--- src/rtl/mem_wb_stage.sv ---
// MEM/WB pipeline register and writeback stage.
// Holds the memory-stage results for one cycle, picks the writeback value,
// drives the register-file write port and forwards a same-cycle write to the
// decode operands. Also owns the sticky halt flag and the retired count.
module mem_wb_stage #(
    parameter int WIDTH = 16
) (
    input  logic             clk,
    input  logic             rst,
    input  logic             stall,
    input  logic             flush,
    input  logic             mem_valid,
    input  logic             mem_reg_write,
    input  logic [3:0]       mem_rd,
    input  logic [1:0]       mem_wb_sel,
    input  logic [WIDTH-1:0] mem_alu_result,
    input  logic [WIDTH-1:0] mem_rdata,
    input  logic [WIDTH-1:0] mem_pc_plus2,
    input  logic             mem_halt,
    input  logic [3:0]       SrcReg1,
    input  logic [3:0]       SrcReg2,
    input  logic [WIDTH-1:0] SrcData1,
    input  logic [WIDTH-1:0] SrcData2,
    output logic             WriteReg,
    output logic [3:0]       DstReg,
    output logic [WIDTH-1:0] DstData,
    output logic [WIDTH-1:0] byp_data1,
    output logic [WIDTH-1:0] byp_data2,
    output logic             halted,
    output logic [15:0]      instret
);

    logic             wb_valid;
    logic             wb_reg_write;
    logic [3:0]       wb_rd;
    logic [1:0]       wb_sel;
    logic [WIDTH-1:0] wb_alu;
    logic [WIDTH-1:0] wb_rdata;
    logic [WIDTH-1:0] wb_pc2;
    logic             wb_halt;
    logic             wb_fresh;
    logic             halted_q;
    logic [15:0]      instret_q;
    logic             retire;

    // WB pipeline register: reset, then flush (bubble), then stall (hold), then load.
    // fresh marks the first cycle an entry sits in WB so a held entry acts once.
    always_ff @(posedge clk) begin
        if (rst) begin
            wb_valid     <= 1'b0;
            wb_reg_write <= 1'b0;
            wb_rd        <= 4'd0;
            wb_sel       <= 2'd0;
            wb_alu       <= '0;
            wb_rdata     <= '0;
            wb_pc2       <= '0;
            wb_halt      <= 1'b0;
            wb_fresh     <= 1'b0;
        end else if (flush) begin
            wb_valid <= 1'b0;
            wb_fresh <= 1'b1;
        end else if (stall) begin
            wb_fresh <= 1'b0;
        end else begin
            wb_valid     <= mem_valid;
            wb_reg_write <= mem_reg_write;
            wb_rd        <= mem_rd;
            wb_sel       <= mem_wb_sel;
            wb_alu       <= mem_alu_result;
            wb_rdata     <= mem_rdata;
            wb_pc2       <= mem_pc_plus2;
            wb_halt      <= mem_halt;
            wb_fresh     <= 1'b1;
        end
    end

    assign retire = wb_valid & wb_fresh & ~halted_q;

    // Retire bookkeeping: count each retiring instruction, latch halt when HLT retires.
    always_ff @(posedge clk) begin
        if (rst) begin
            halted_q  <= 1'b0;
            instret_q <= 16'd0;
        end else if (retire) begin
            instret_q <= instret_q + 16'd1;
            if (wb_halt) begin
                halted_q <= 1'b1;
            end
        end
    end

    // Writeback value select; the reserved encoding falls back to the ALU result.
    always_comb begin
        DstData = wb_alu;
        case (wb_sel)
            2'd1:    DstData = wb_rdata;
            2'd2:    DstData = wb_pc2;
            default: DstData = wb_alu;
        endcase
    end

    // HLT never writes a register even if it carries reg_write.
    assign WriteReg = wb_valid & wb_reg_write & wb_fresh & (wb_rd != 4'd0)
                    & ~halted_q & ~wb_halt;
    assign DstReg   = wb_rd;

    assign byp_data1 = (WriteReg && (DstReg == SrcReg1)) ? DstData : SrcData1;
    assign byp_data2 = (WriteReg && (DstReg == SrcReg2)) ? DstData : SrcData2;

    assign halted  = halted_q;
    assign instret = instret_q;

endmodule

--- config.mk ---
export PLATFORM = sky130hd
export DESIGN_NAME = mem_wb_stage
export DESIGN_NICKNAME = d
export VERILOG_FILES = /design/src/rtl/mem_wb_stage.sv
export SDC_FILE = /design/constraint.sdc
export NUM_CORES = 1
export LEC_CHECK = 0
export ABC_AREA = 0
export BUFFER_PORTS_ARGS = -buffer_cell sky130_fd_sc_hd__buf_2
export CORE_MARGIN = 2
export CORE_UTILIZATION = 47
export DETAILED_ROUTE_END_ITERATION = 7
export PLACE_DENSITY_LB_ADDON = 0.25
export SLEW_MARGIN = 30
export SYNTH_ARGS = -nofsm -noshare
export SYNTH_HDL_FRONTEND = slang
export SYNTH_SLANG_ARGS = --single-unit
export TNS_END_PERCENT = 10
--- constraint.sdc ---
create_clock -name clk -period 2.6 [get_ports clk]
set_input_delay 0 -clock clk [delete_from_list [all_inputs] [get_ports clk]]
set_output_delay 0 -clock clk [all_outputs]
set_load 0.03 [all_outputs]
==> metrics.yaml <==
synthesis:
  ys_warn_count: 0
  synth_area_per_cell_um2: 8.01
  syn-num-nets: 549
  synth_edf_count: 0
  syn_area_mm2: 0.00357
  ys_seq_elements: 75
  synth_flop_cell: "dfxtp_1"
  ys_async_sr_fraction: 0
  synthCells: 445
  ys_types: 39
  yosysSeqAreaShare: 0.421
clock_network:
  cts_made_buffers: 9
  cts_tree: "yes"
  root_buffer: "clkbuf_8"
  postCtsSetupRepairBufs: 0
  clk_pin_slew_ns: 0.09
  h-tree-depth: 3
  clockBufferDepth: 2
  clkSinkCount: 75
  insertion_delay_ns: 0.35
floorplan:
  die_w_um: 91.1
  io_pins: 171
  fp.dieArea_mm2: 0.00830
  rows: 31
  fp.dieH_um: 91.1
  start_util: 0.489
  design.core.area_mm2: 0.00729
finish:
  utilization: 0.724
  final_cell_mix: "buf_2, nand2_1, dfxtp_1"
  nFillCells: 601
  seq_area_mm2: 0.00150
  nNetsFinal: 763
  areaGrowthSynthToFinish_pct: 48.1
  drive_gt1_frac: 0.355
  final_common_cell: "buf_2"
  fin_cells: 763
  antenna_cells: 0
  multi_input_area_mm2: 0.00193
power_and_ir_drop:
  combPwrFrac: 0.177
  p_leak_nw: 2.31
  p_clk_frac: 0.360
  peakVddDrop_mv: 0.385
  swShare: 0.270
  power.density_mw_per_mm2: 497
  seq_power_share: 0.463
  internal-power_w: 0.00192
  p_switching_w: 0.000709
sta:
  fin_skew_ns: 0.0117
  slew_violations: 0
  period_share: 0.882
  setup_tns_ns: 0
  min_period_ns: 2.29
  setup_violations: 0
  finalHoldViolCount: 0
  fmax_mhz: 436
  slew_headroom: 0.532
  grt_setup_unrepaired: "false"
  worstMarginPinSlew_ns: 0.702
setup_path:
  crit_fanout: 16
  cp_slowest_cell: "mux2_2"
  worst_path_largest_cell_delay_ns: 0.40
  cp_top_family: "simple AND/OR/NAND/NOR gates"
  crit_arrival_ns: 2.29
  worstSetupPathType: "flip-flop to primary output"
  start_kind: "flip-flop"
  critPathBufInv: 1
  reg2reg_depth: 4
  r2r_slack_ns: 0.70
  crit_required_ns: 2.60
  path_cells: "nor4_1 > and4bb_2 > nand2_2 > mux2_2 > buf_2"
  path_depth: 5
  endpoint_kind: "primary output"
routing:
  vias_per_cell: 5.16
  drt_first_pass_iters: 4
  drt_wl_total_um: 11300
  vias: 3939
  wire_per_inst_um: 14.7
  drtIter0Drc: 255
  antenna_left: 0
  drc: 0
min_path:
  min_path_type: "input pin to flip-flop"
  whs_path_depth: 2
global_route:
  grt_pass1_vias: 3766
  grt_max_degree: 57
  grt_usage: 0.266
  grt_antenna_before_repair: 0
  grt_pass1_wl_um: 17800
  gr-total-overflow: 0
placement:
  io_buffers: 170
  hpwl_um: 7640
  place_congestion: 0.817
  post-place-cells: 688
flow_run:
  cap_violations: 0
outcome:
  status: "finished clean"
-- worst reg2reg max path, stage by stage, from the launching register on --
cell and delay (ns):
dfxtp_1 0.43, nand4_2 0.28, or4b_4 0.62, or3_1 0.37, a21oi_1 0.14
-- final timing paths --
| path | to | from |
|---|---|---|
| hold reg to reg | wb_pc2[11]$_SDFFE_PP0P_ | wb_pc2[11]$_SDFFE_PP0P_ |
| setup reg to reg | instret[15]$_SDFFE_PP0N_ | instret[3]$_SDFFE_PP0N_ |
| hold / removal | instret[8]$_SDFFE_PP0N_ | rst |
| setup / recovery | byp_data2[0] | DstReg[3]$_SDFFE_PP0P_ |
-- flip-flops by register name, indices dropped and copies added, names as in the netlist --
register and cells:
wb_reg_write 1, wb_pc2 16, wb_fresh 1, wb_rdata 16, wb_alu 16, wb_sel 2, instret 16, halted 1
DstReg 4, wb_valid 1, wb_halt 1
-- stage by stage --
stage	worst slack, ns	hold slack, ns	total power [W]	instance area (um2)
final	0.308	0.185	0.00262	5280
after global routing	0.171	0.202	0.00274	5280
after CTS	0.364	0.167	0.00263	5280
after global placement	0.722	0.240	0.00162	4480
after detailed placement	0.722	0.248	0.00163	4480
after floorplan	0.299	0.0793	0.00147	3570
-- logic make-up after synthesis --
group,Yosys count,share of synthesized area
xor gates and xnor gates,17,0.0418
AOI/OAI and AO/OA,102,0.158
buffers and inverters,36,0.0407
adders and majority gates,3,0.0105
muxes,34,0.107
and+or+nand+nor,178,0.221
DFF,75,0.421
-- metal layers --
layer,share of wire,vias up,GRT usage
met4,0.020,0,0.0884
met2,0.51,160,0.467
met5,0,-,0
met3,0.064,21,0.0556
met1,0.41,1815,0.325
li1,-,1943,-
-- Yosys cell counts, drive strengths merged, types with 2 or more instances --
library cell    n  area share
nor3            3      0.0042
nand4           5       0.012
nor2           12       0.013
xnor2           4      0.0098
a22oi          16       0.034
clkbuf         24       0.025
buf             8       0.011
ha              3       0.011
mux2i           2      0.0056
o21ai          20       0.028
nand2         132        0.14
nor4            4      0.0070
mux2           32        0.10
and2            2      0.0042
dfxtp          75        0.42
nand3           6      0.0084
xor2           13       0.032
inv             4      0.0042
or3             5      0.0088
a21oi          62       0.087
-- power by group through the flow --
stage / sequential, W / clock (W) / combinational (W)
final: 0.00122 / 0.000945 / 0.000464
after global routing: 0.00122 / 0.00101 / 0.000501
after CTS: 0.00122 / 0.000961 / 0.000459
after detailed placement: 0.00124 / 0 / 0.000390
after global placement: 0.00124 / 0 / 0.000384
after floorplan: 0.00124 / 0 / 0.000233
-- timing repair --
| item | CTS | global route |
|---|---|---|
| endpoints found under the hold margin | 58 | 0 |
| hold buffers | 59 | 0 |
| gates resized for setup | 0 | 0 |
| setup endpoints to repair | 0 | 0 |
-- cell type report --
cell class,count,share of cell area
clock buffers,12,0.0313
well taps,99,0.0235
inverters,4,0.00284
multi-input cells,334,0.365
clock inverters,4,0.00900
flip-flops and latches,75,0.284
repair buffers,235,0.284
Power figures use the tool's default switching activity.
